[config.mk]
export PLATFORM = sky130hd
export DESIGN_NAME = bp_lite_to_stream
export DESIGN_NICKNAME = d
export VERILOG_FILES = /design/src/rtl/bp_lite_to_stream.sv
export SDC_FILE = /design/constraint.sdc
export NUM_CORES = 1
export LEC_CHECK = 0
export BUFFER_PORTS_ARGS = -buffer_cell sky130_fd_sc_hd__buf_2
export CAP_MARGIN = 20
export CORE_AREA = 2 2 280 282
export CTS_BUF_LIST = sky130_fd_sc_hd__clkbuf_4 sky130_fd_sc_hd__clkbuf_8
export DETAILED_ROUTE_END_ITERATION = 7
export DIE_AREA = 0 0 282 284
export HOLD_SLACK_MARGIN = 0.05
export SYNTH_ARGS = -nofsm -noshare
export SYNTH_HDL_FRONTEND = slang
export SYNTH_SLANG_ARGS = --single-unit
[constraint.sdc]
create_clock -name clk_i -period 5.74 [get_ports clk_i]
set_input_delay 0 -clock clk_i [delete_from_list [all_inputs] [get_ports clk_i]]
set_output_delay 0 -clock clk_i [all_outputs]
set_load 0.01 [all_outputs]
[src/rtl/bp_lite_to_stream.sv]
// rtl/bp_lite_to_stream.sv - serializes one lite mem message into header-qualified stream beats
module bp_lite_to_stream #(
    parameter int paddr_width_p    = 40,
    parameter int payload_width_p  = 24,
    parameter int in_data_width_p  = 512,
    parameter int out_data_width_p = 64,
    parameter bit master_p         = 1'b0,
    localparam int mem_header_width_lp = 4 + paddr_width_p + 3 + payload_width_p
) (
    input  logic                                       clk_i,
    input  logic                                       reset_n_i,
    input  logic [mem_header_width_lp+in_data_width_p-1:0] mem_i,
    input  logic                                       mem_v_i,
    output logic                                       mem_ready_o,
    output logic [mem_header_width_lp-1:0]             mem_header_o,
    output logic [out_data_width_p-1:0]                mem_data_o,
    output logic                                       mem_v_o,
    input  logic                                       mem_ready_and_i,
    output logic                                       mem_lock_o
);

    localparam int max_beats_lp   = in_data_width_p / out_data_width_p;
    localparam int cnt_width_lp   = (max_beats_lp > 1) ? $clog2(max_beats_lp) : 1;
    localparam int bytes_lp       = out_data_width_p / 8;
    localparam int lg_bytes_lp    = $clog2(bytes_lp);
    localparam int addr_lsb_lp    = 4;
    localparam int size_lsb_lp    = 4 + paddr_width_p;

    localparam logic [3:0] msg_wr_lp    = 4'd1;
    localparam logic [3:0] msg_uc_wr_lp = 4'd3;

    localparam logic [0:0] IDLE = 1'b0;
    localparam logic [0:0] SEND = 1'b1;

    typedef logic [paddr_width_p-1:0] addr_t;
    typedef logic [cnt_width_lp:0]    beats_t;

    if ((in_data_width_p % out_data_width_p) != 0 || in_data_width_p <= out_data_width_p) begin : g_bad_width
        $error("bp_lite_to_stream: in_data_width_p must be a larger multiple of out_data_width_p");
    end

    logic [0:0]                                         state_r;
    logic [cnt_width_lp-1:0]                            cnt_r;
    logic [mem_header_width_lp-1:0]                     hdr_r;
    logic [max_beats_lp-1:0][out_data_width_p-1:0]      data_r;
    logic                                               init_r;

    logic [3:0]  msg_type;
    logic [2:0]  msg_size;
    addr_t       base_addr;
    logic        is_wr;
    logic [2:0]  shift_amt;
    logic [8:0]  want_beats;
    beats_t      n_beats;
    logic        last_beat;
    logic [2:0]  blk_lg;
    addr_t       blk_mask;
    addr_t       beat_offset;
    addr_t       beat_addr;

    assign msg_type  = hdr_r[3:0];
    assign msg_size  = hdr_r[size_lsb_lp +: 3];
    assign base_addr = hdr_r[addr_lsb_lp +: paddr_width_p];
    assign is_wr     = (msg_type == msg_wr_lp) || (msg_type == msg_uc_wr_lp);

    // Sub-beat sizes and the no-data direction both collapse to a single beat
    always_comb begin
        shift_amt  = msg_size - 3'(lg_bytes_lp);
        want_beats = 9'd1 << shift_amt;
        n_beats    = beats_t'(1);
        if (!(master_p ^ is_wr) && (msg_size > 3'(lg_bytes_lp))) begin
            n_beats = (want_beats > 9'(max_beats_lp)) ? beats_t'(max_beats_lp)
                                                      : want_beats[cnt_width_lp:0];
        end
    end

    assign last_beat = ({1'b0, cnt_r} == (n_beats - beats_t'(1)));

    // Beat address advances within the size-aligned block and wraps there
    always_comb begin
        blk_lg      = (msg_size > 3'(lg_bytes_lp)) ? msg_size : 3'(lg_bytes_lp);
        blk_mask    = (addr_t'(1) << blk_lg) - addr_t'(1);
        beat_offset = addr_t'(cnt_r) << lg_bytes_lp;
        beat_addr   = (base_addr & ~blk_mask) | ((base_addr + beat_offset) & blk_mask);
    end

    always_comb begin
        mem_header_o = hdr_r;
        mem_header_o[addr_lsb_lp +: paddr_width_p] = beat_addr;
    end

    assign mem_data_o  = data_r[cnt_r];
    assign mem_v_o     = (state_r == SEND);
    assign mem_ready_o = init_r & (state_r == IDLE);
    assign mem_lock_o  = mem_v_o & ~last_beat;

    always_ff @(posedge clk_i or negedge reset_n_i) begin
        if (!reset_n_i) begin
            state_r <= IDLE;
            cnt_r   <= '0;
            hdr_r   <= '0;
            data_r  <= '0;
            init_r  <= 1'b0;
        end else begin
            init_r <= 1'b1;
            case (state_r)
                IDLE: begin
                    if (mem_v_i && mem_ready_o) begin
                        hdr_r   <= mem_i[in_data_width_p +: mem_header_width_lp];
                        data_r  <= mem_i[in_data_width_p-1:0];
                        cnt_r   <= '0;
                        state_r <= SEND;
                    end
                end
                SEND: begin
                    if (mem_ready_and_i) begin
                        if (last_beat) begin
                            cnt_r   <= '0;
                            state_r <= IDLE;
                        end else begin
                            cnt_r <= cnt_r + 1'b1;
                        end
                    end
                end
                default: state_r <= IDLE;
            endcase
        end
    end

endmodule

==> run metrics, run 1 <==
Mean Syn Cell Area=16.3 um^2; Die W=282 um; count of cell types in the netlist=38; syn_nets=2,208; row cnt=102; total CTS buffers=105; number of warnings issued by yosys=0; # Post-CTS Setup Buffers=0; CTS Root Buffer Type=clkbuf_8; port bufs=724; CTS Buffer Depth=3; ranking of synthesized cells by area=dfrtp_1, mux2_2, mux4_2; Yosys reg bits=588; Post-CTS Resized=0; cell taking the most area after synthesis=dfrtp_1; status=stopped before the end; Starting Density=0.341; Die Height=284 um; Yosys top cell area share=0.560; Syn Inst Count=1,613; I/O Pins=725; Final HPWL DP=54,100 um; cell area after synthesis=0.0263 mm^2; Halt Stage=clock tree synthesis; error msg=[ERROR RSZ-0060] Max buffer count reached.; hold buffers post-CTS=685; htree depth=3; sequential area share after synthesis=0.560; Num Clock Sinks=588; GP Congestion=0.826
## cells by family after synthesis
kind of cell | after synthesis | share of synthesized area
DFF | 588 | 0.560
buffers and inverters | 173 | 0.0320
other | 1 | 0.000143
muxes | 774 | 0.387
xor gates and xnor gates | 11 | 0.00367
AOI/OAI and AO/OA | 18 | 0.00462
and+or+nand+nor | 40 | 0.00848
adders and majority gates | 8 | 0.00410
## cell usage after synthesis, drive strengths merged
| cell type | instances |
|---|---|
| and4 | 1 |
| and3 | 1 |
| nor4 | 4 |
| a31oi | 1 |
| o21ai | 7 |
| nor3 | 3 |
| nand2 | 11 |
| or2 | 1 |
| nor2b | 2 |
| nand4 | 7 |
| nor3b | 1 |
| inv | 8 |
| o211ai | 1 |
| mux2 | 646 |
| and3b | 1 |
| ha | 7 |
| and2 | 1 |
| nand2b | 1 |
| xor2 | 8 |
| xnor2 | 3 |
| a21o | 2 |
| conb | 1 |
| nor2 | 3 |
| clkbuf | 74 |
| or3b | 1 |
| o22ai | 1 |
| fa | 1 |
| nand3 | 2 |
| mux4 | 128 |
| o31ai | 1 |
| buf | 91 |
| dfrtp | 588 |
| a21oi | 5 |
## through the flow
stage | hold WS [ps] | util | cells | cell area [um^2] | worst slack (ps)
detailed placement | 78.9 | 0.398 | 3230 | 30600 | 2560
global placement | 63.6 | 0.398 | 3230 | 30600 | 2550
floorplan | -296 | - | 1613 | 26300 | 2930
==> run 2, diff against run 1 <==
CORE_AREA = 2 2 284 286   (was 2 2 280 282)
CTS_BUF_LIST = default   (was sky130_fd_sc_hd__clkbuf_4 sky130_fd_sc_hd__clkbuf_8)
DIE_AREA = 0 0 286 288   (was 0 0 282 284)
HOLD_SLACK_MARGIN = default   (was 0.05)
PLACE_DENSITY_LB_ADDON = 0.15   (was default)
==> run metrics, run 2 <==
status=completed; Worst setup EP type=primary output; largest reg by FF count=data_r; # Post-CTS Setup Buffers=0 (unchanged); Slew HR=0.289; GRT Residual Overflow=0; post-route cell area=0.0387 mm^2; CTS Root Buffer Type=clkbuf_16; Num Clock Sinks=588 (unchanged); via count=18,554; Critical Path RT=5740 ps; cell leakage power=16.9 nW; ranking of synthesized cells by area=dfrtp_1, mux2_2, mux4_2; CTS tree=done; Yosys top cell area share=0.560 (unchanged); max-cap violation count=0; Hold Slack=24.0 ps; core footprint=0.0796 mm^2; Min-Delay Path Class=primary input to asynchronous set/reset pin; area of the die=0.0824 mm^2; Fmax=0.271 GHz; most frequent cells after synthesis=mux2_2, dfrtp_1, mux4_2, clkbuf_1, buf_2; Adder-Cell Fraction of Synth Area=0.00410 (unchanged); Largest regs=data_r x512, hdr_r x71, cnt_r x3; Layout fillers=7,039; syn_nets=2,208 (unchanged); Placed Area=0.0307 mm^2 (+0.16%); Routed WL per cell=20.5 um; CP max-delay cell=dfrtp_4; Die Height=288 um (+1.4%); kind of cell adding the most delay to the critical path=flip-flops; CP max stage delay=960 ps; pwr/cell area=497 mW/mm^2; largest net degree at the start of global routing=173; Slew @ Worst Pin=1070 ps; Crit Path Max Fanout=37; Area Overhead vs Synth=47.5%; Layout Nets=3,441; vias in the first global route=21,074; critical path class=register to primary output; unrepaired setup endpoints after global routing=false; row cnt=104 (+2.0%); initial antenna violation count=29; Mean Syn Cell Area=16.3 um^2 (unchanged); top-count cell post-synth=mux2_2; proportion of synthesized area in mux cells=0.387 (unchanged); startpoint types=register; Skew-Pair Late Insertion Delay=610 ps; I/O Pins=725 (unchanged); Worst Path Buf+Inv=2; TNS Setup=0 ps; Yosys reg bits=588 (unchanged); most frequent cells in the layout=buf_2, mux2_2, dfrtp_1; initial DRC count=668; routed vias/inst=4.67; GP Congestion=0.825 (-0.15%); post-route clock period utilization=0.643; drt drc=0; commonest non-fill, non-tap cell in the layout=buf_2; cell area after synthesis=0.0263 mm^2 (unchanged); compound-cell area share of the yosys netlist=0.00462 (unchanged); final WL=81,600 um; Final Util=0.486; first-pass GRT wire length=124,000 um; total CTS buffers=69 (-34%); Post-DRT Antenna Nets=0; Hold Fails Final Rpt=0; port bufs=724 (unchanged); number of warnings issued by yosys=0 (unchanged); Starting Density=0.330 (-0.0115); cell taking the most area after synthesis=dfrtp_1; number of max-slew violations in the final report=0; Final HPWL DP=56,600 um (+4.6%); Largest register FFs=512; Die W=286 um (+1.4%); Post-CTS Resized=0 (unchanged); worst path cell trace=ha_1 -> inv_1 -> fa_1 -> nor2b_1 -> o21ai_0 -> nor4_1 -> nand2_1 -> nor3_1 -> xor2_1 -> buf_2; Syn Inst Count=1,613 (unchanged); largest family of logic cells by synthesized area=multiplexers; Total GRT Usage=0.196; Data arrival, critical path=3690 ps; Post-synth top flop=dfrtp_1; Post-synth EDFFs=0 (unchanged); Pre-antenna DRT Iters=4; worst vdd ir=0.000264 V; count of cell types in the netlist=38 (unchanged); sequential area share after synthesis=0.560 (unchanged); htree depth=3 (unchanged); xor-xnor portion of the synthesized cell area=0.00367 (unchanged); overall power=19.3 mW; clock transition at the registers of the reported paths=60 ps; Post-Synth Simple-Gate Area=0.00848 (unchanged); fin crit period=3690 ps; share of post-route cells with drive strength above 1=0.562; Post-synth ARST share=1.00 (unchanged); Worst Skew=17.2 ps; CTS Buffer Depth=3 (unchanged); final setup violation count=0
-- run 2: cell counts after synthesis --
No cell type changed its count.
-- run 2: layout make-up --
class	instances	area [um^2]	area share
Inverter	8	32.5	0.000840
Tap cell	1060	1330	0.0342
Antenna cell	24	60.1	0.00155
Clock inverter	15	155	0.00401
Timing Repair Buffer	1327	9710	0.251
Multi-Input combinational cell	852	10700	0.277
Sequential cell	588	14700	0.380
Clock buffer	101	2020	0.0521
-- run 2: kinds of logic after synthesis --
group           after synthesis
flops                       588
simple gates                 40
other cells                   1
compound gates               18
fa+ha+maj                     8
buf+inv                     173
mux                         774
xor+xnor                     11
-- run 2: path summary, 6_finish.rpt --
kind	startpoint	to	slack, ps	depth (start not counted)
max in group asynchronous	reset_n_i	data_r[38]	4110	3
min in group clk_i	mem_v_i	mem_v_o	110	3
worst min register to register	data_r[438]	data_r[438]	500	1
worst max register to register	hdr_r[45]	cnt_r[2]	2880	10
worst min-delay path	reset_n_i	data_r[66]	20	2
worst max-delay path	cnt_r[0]	mem_header_o[43]	2050	10
-- run 2: repair_timing --
item,CTS,global route
setup endpoints to repair,0,0
hold buffers,585,0
endpoints found under the hold margin,677,0
-- run 2: per-stage QoR --
step	worst slack [ps]	cells
final	2050	3975
after global routing	1650	3972
after CTS	1900	3951
after detailed placement	2550	3250
after global placement	2590	3250
after floorplan	2930	1613
-- run 2: report_power, final --
part	total [mW]	switching (mW)	internal (mW)
sequential	7.56	1.29	6.26
combinational	7.43	2.99	4.45
clock	4.28	1.76	2.52
total	19.3	6.04	13.2
-- run 2: routing by layer --
layer,global-route usage,vias up,share of wire
met3,0.0434,136,0.056
met4,0.0696,8,0.028
met2,0.347,543,0.52
li1,-,8416,-
met5,0,-,0.00065
met1,0.233,9451,0.40
(Power assumes the default switching activity.)
==> run 3, diff against run 2 <==
clock period = 3.9 ns   (was 5.74 ns; I/O delays follow)
==> run metrics, run 3 (synthesis results as in run 2) <==
status=completed; GRT Residual Overflow=0 (unchanged); placed cell count=3,259 (+0.28%); met3 routed WL=4670 um (+1.9%); Largest register FFs=512 (unchanged); startpoint types=register; Pre-antenna DRT Iters=5 (+1); largest net degree at the start of global routing=133 (-23%); htree depth=3 (unchanged); Worst Skew=28.9 ps (+11.7 ps); GP Congestion=0.827 (+0.22%); Final Non-Filler Cells=3,984 (+0.23%); DP Worst Slack=1110 ps (-1440 ps); final WL=81,000 um (-0.78%); CTS Buffer Depth=3 (unchanged); Post-DRT Antenna Nets=0 (unchanged); pwr/cell area=733 mW/mm^2 (+47%); share of post-route cells with drive strength above 1=0.565 (+0.00221); Die W=286 um (unchanged); Die Height=288 um (unchanged); Worst Path Buf+Inv=1 (-1); Total GRT Usage=0.195 (-0.000787); I/O Pins=725 (unchanged); max-cap violation count=0 (unchanged); area of the die=0.0824 mm^2 (unchanged); Area Overhead vs Synth=48.8%; row cnt=104 (unchanged); multi-input logic area=0.0107 mm^2 (unchanged); most frequent cells in the layout=buf_2, mux2_2, dfrtp_1, dlygate4sd3_1, mux4_2; CTS Root Buffer Type=clkbuf_16; clock transition at the registers of the reported paths=60 ps (about the same); Slew @ Worst Pin=945 ps (-122 ps); met2 WL=42,200 um (-0.17%); Layout fillers=7,019 (-0.28%); Slew HR=0.370 (+0.0812); CP max-delay cell=dfrtp_1; TNS Setup=0 ps (unchanged); cell leakage power=17.1 nW (+0.95%); first-pass GRT wire length=124,000 um (-0.19%); Min-Delay Path Class=primary input to register; via count=18,619 (+0.35%); worst path cell trace=and2_2 -> ha_1 -> o211ai_1 -> ha_1 -> and4_1 -> nand3_1 -> nor4_1 -> nand2_1 -> nor3_1 -> xor2_1 -> buf_2; Reg area=0.0147 mm^2 (unchanged); final setup margin=502 ps (-1550 ps); Layout Nets=3,453 (+0.35%); vias in the first global route=21,205 (+0.62%); Skew-Pair Late Insertion Delay=610 ps (about the same); Placed Area=0.0309 mm^2 (+0.67%); Largest regs=data_r x512, hdr_r x71, cnt_r x3; Worst setup EP type=primary output; fin crit period=3400 ps; Num Clock Sinks=588 (unchanged); critical path class=register to primary output; Data arrival, critical path=3400 ps (-290 ps); post-route cell area=0.0391 mm^2 (+0.90%); CP dominant cell by count=ha_1; Top Layer Used=met5; kind of cell adding the most delay to the critical path=simple AND/OR/NAND/NOR gates; routed vias/inst=4.67 (+0.12%); # Post-CTS Setup Buffers=0 (unchanged); Hold Fails Final Rpt=0 (unchanged); largest reg by FF count=data_r; unrepaired setup endpoints after global routing=false; worst vdd ir=0.000501 V (+90%); CTS tree=done; Routed WL per cell=20.3 um (-1.0%); total CTS buffers=70 (+1.4%); Final HPWL DP=57,100 um (+0.86%); Starting Density=0.330 (unchanged); Critical Path RT=3900 ps (-1840 ps); final setup violation count=0 (unchanged); initial DRC count=654 (-2.1%); Crit Path Max Fanout=10 (-73%); M1 WL=31,900 um (-1.5%); CP max stage delay=470 ps (-490 ps); number of max-slew violations in the final report=0 (unchanged); overall power=28.7 mW (+49%); core footprint=0.0796 mm^2 (unchanged); Fmax=0.294 GHz; commonest non-fill, non-tap cell in the layout=buf_2; port bufs=724 (unchanged); drt drc=0 (unchanged); Post-CTS Resized=0 (unchanged); post-route clock period utilization=0.871; initial antenna violation count=20 (-31%)
run 3: cell count changes in the layout (fill, tap and decap cells not counted):
| cell | delta |
|---|---|
| buf_4 | -2 |
| dlygate4sd3_1 | +1 |
| diode_2 | -8 |
| clkinv_8 | +1 |
| inv_6 | -3 |
| clkinv_2 | +1 |
| buf_16 | +1 |
| clkinvlp_4 | +2 |
| inv_16 | +2 |
| buf_12 | +11 |
| clkbuf_16 | +3 |
run 3: what timing repair did:
action                                 in CTS  in global routing
setup endpoints to repair                   0                  0
endpoints found under the hold margin     963                  0
hold buffers                              587                  0
run 3: stage by stage:
step	util	hold slack, ps
6_report	0.491	137
5_1_grt	0.491	129
4_1_cts	0.490	93.3
3_5_place_dp	0.387	21.9
3_3_place_gp	0.387	13.8
2_1_floorplan	-	-296
run 3: layout make-up:
cell class,instances,area share
inverter,8,0.000832
clock buffer,104,0.0535
antenna,16,0.00102
timing repair buffer,1338,0.255
tap,1060,0.0339
multi-input combinational,852,0.274
clock inverter,18,0.00525
sequential,588,0.377
run 3: worst paths after layout:
check                             from  slack, ps               end  cells past startpoint
max in group asynchronous    reset_n_i       2390         hdr_r[39]                      5
max                          hdr_r[45]        500  mem_header_o[43]                     11
min in group asynchronous    reset_n_i        450       data_r[502]                      3
max reg2reg                  hdr_r[45]       1100          cnt_r[2]                     10
min reg2reg                data_r[228]        500       data_r[228]                      1
min                            mem_v_i        140          hdr_r[8]                      3
run 3: worst reg2reg max path: cells and delay by family (launching register included):
family	cells	cell delay [ps]
adder cells (fa/ha/maj)	2	540
AO/OA/AOI/OAI	3	440
XOR/XNOR	2	400
flip-flops	1	470
AND/OR/NAND/NOR	3	790
run 3: layer usage:
layer / GRT usage / vias up
met4: 0.0634 / 6
li1: - / 8442
met3: 0.0445 / 133
met5: 0 / -
met1: 0.229 / 9511
met2: 0.351 / 527
run 3: power by group:
| part | total (mW) | internal, mW | switching (mW) | leakage, nW |
|---|---|---|---|---|
| combinational | 11.2 | 6.62 | 4.60 | 8.96 |
| clock | 6.52 | 3.87 | 2.65 | 1.13 |
| sequential | 10.9 | 9.22 | 1.70 | 6.97 |
==> run 4, diff against run 3 <==
CAP_MARGIN = 10   (was 20)
PLACE_DENSITY = 0.58   (was default)
PLACE_DENSITY_LB_ADDON = default   (was 0.15)
==> run metrics, run 4 (synthesis results as in run 2) <==
port bufs=724 (unchanged); share of post-route cells with drive strength above 1=0.565 (about the same); drt drc=0 (unchanged); area of the die=0.0824 mm^2 (unchanged); Final Non-Filler Cells=3,985 (+0.025%); Largest register FFs=512 (unchanged); Routed WL per cell=20.2 um (-0.60%); Slew @ Worst Pin=970 ps (+25.0 ps); largest net degree at the start of global routing=133 (unchanged); post-route clock period utilization=0.860 (-0.0108); Critical Path RT=3900 ps (about the same); Final HPWL DP=54,700 um (-4.2%); Post-DRT Antenna Nets=0 (unchanged); via count=18,801 (+0.98%); critical path class=register to primary output; startpoint types=register; Starting Density=0.330 (unchanged); most frequent cells in the layout=buf_2, mux2_2, dfrtp_1; final WL=80,500 um (-0.57%); worst vdd ir=0.000466 V (-7.0%); commonest non-fill, non-tap cell in the layout=buf_2; Post-CTS Resized=0 (unchanged); CP max stage delay=480 ps (about the same); I/O Pins=725 (unchanged); Layout Nets=3,456 (+0.087%); cell leakage power=17.1 nW (+0.21%); number of max-slew violations in the final report=0 (unchanged); largest reg by FF count=data_r; initial DRC count=716 (+9.5%); critical path depth=12 (+1); kind of cell adding the most delay to the critical path=simple AND/OR/NAND/NOR gates; routed vias/inst=4.72 (+0.95%); total CTS buffers=70 (unchanged); Layout fillers=6,816 (-2.9%); unrepaired setup endpoints after global routing=false; Data arrival, critical path=3360 ps (-40 ps); Worst setup EP type=primary output; Total GRT Usage=0.194 (-0.00130); clock transition at the registers of the reported paths=60 ps (about the same); Hold Fails Final Rpt=0 (unchanged); Die Height=288 um (unchanged); htree depth=3 (unchanged); final setup violation count=0 (unchanged); GP Congestion=0.853 (+3.2%); Min-Delay Path Class=primary input to asynchronous set/reset pin; TNS Setup=0 ps (unchanged); max-cap violation count=0 (unchanged); CP max-delay cell=dfrtp_1; Fmax=0.298 GHz (+1.3%); core footprint=0.0796 mm^2 (unchanged); Skew-Pair Late Insertion Delay=620 ps (about the same); Worst Skew=19.3 ps (-9.66 ps); status=completed; Num Clock Sinks=588 (unchanged); row cnt=104 (unchanged); CTS Buffer Depth=3 (unchanged); placed cell count=3,264 (+0.15%); # Post-CTS Setup Buffers=0 (unchanged); Worst Path Buf+Inv=2 (+1); pwr/cell area=741 mW/mm^2 (+1.1%); GRT Residual Overflow=0 (unchanged); Crit Path Max Fanout=10 (unchanged); r2r setup slk=1060 ps (-40 ps); CTS Root Buffer Type=clkbuf_16; fin crit period=3360 ps (-42.3 ps); Die W=286 um (unchanged); worst path cell trace=and2_2 -> ha_1 -> o211ai_1 -> ha_1 -> and4_1 -> nand3_1 -> nor4_1 -> buf_4 -> nand2_1 -> nor3_1 -> xor2_1 -> buf_2; CTS tree=done; Placed Area=0.0309 mm^2 (unchanged); Slew HR=0.354 (-0.0167); vias in the first global route=21,668 (+2.2%); first-pass GRT wire length=124,000 um (+0.19%); post-route cell area=0.0392 mm^2 (+0.16%); CP dominant cell by count=ha_1; initial antenna violation count=15 (-25%); reg2reg path depth=10 (unchanged); Area Overhead vs Synth=49.1%; Largest regs=data_r x512, hdr_r x71, cnt_r x3; Final Util=0.492 (+0.000801); Pre-antenna DRT Iters=5 (unchanged)
==> run 4: final timing paths <==
path,start,end
min in group clk_i,mem_v_i,data_r[2]
worst max register to register,hdr_r[45],cnt_r[2]
worst min register to register,data_r[147],data_r[147]
max in group asynchronous,reset_n_i,data_r[509]
worst max-delay path,hdr_r[45],mem_header_o[43]
worst min-delay path,reset_n_i,hdr_r[14]
==> run 4: stage by stage <==
step | setup WS (ps) | power [mW] | hold slack, ps
floorplan | 1090 | 18.3 | -296
global placement | 1180 | 21.5 | 84.7
detailed placement | 1100 | 21.9 | 103
CTS | 496 | 29.3 | 18.5
global route | 308 | 30.7 | 72.4
finish | 544 | 29.0 | 33.5
==> run 4: routing by layer <==
layer / vias to the layer above / part of all wire / track usage
met2: 649 / 0.52 / 0.345
met5: - / 0.00014 / 0
met3: 156 / 0.060 / 0.0410
met1: 9583 / 0.39 / 0.226
li1: 8411 / - / -
met4: 2 / 0.035 / 0.0834
==> run 4: worst reg2reg max path: stages, from the launching register on <==
cell and delay [ps]:
dfrtp_1 480, and2_2 250, ha_1 300, and3b_2 210, nor4_1 340, ha_1 240
xor2_1 200, xnor2_1 220, a31oi_4 160, a21oi_1 170, o22ai_1 100
==> run 4: what timing repair did <==
action	4_1_cts	5_1_grt
setup endpoints to repair	0	0
hold endpoints to repair	667	0
hold buffers	585	0
==> run 4: power by group <==
part	leakage, nW	internal, mW	switching [mW]
clock	1.17	4.05	2.71
sequential	6.97	9.22	1.77
combinational	8.95	6.62	4.65
total	17.1	19.9	9.12
==> run 4: final cells by class <==
cell class                 instances  area [um^2]  share of cell area
inverter                           8         32.5            0.000831
multi-input combinational        852        10700               0.274
sequential                       588        14700               0.376
clock buffer                      99         1980              0.0506
antenna                           11         27.5            0.000703
clock inverter                    26          430              0.0110
timing repair buffer            1341         9920               0.253
tap                             1060         1330              0.0339
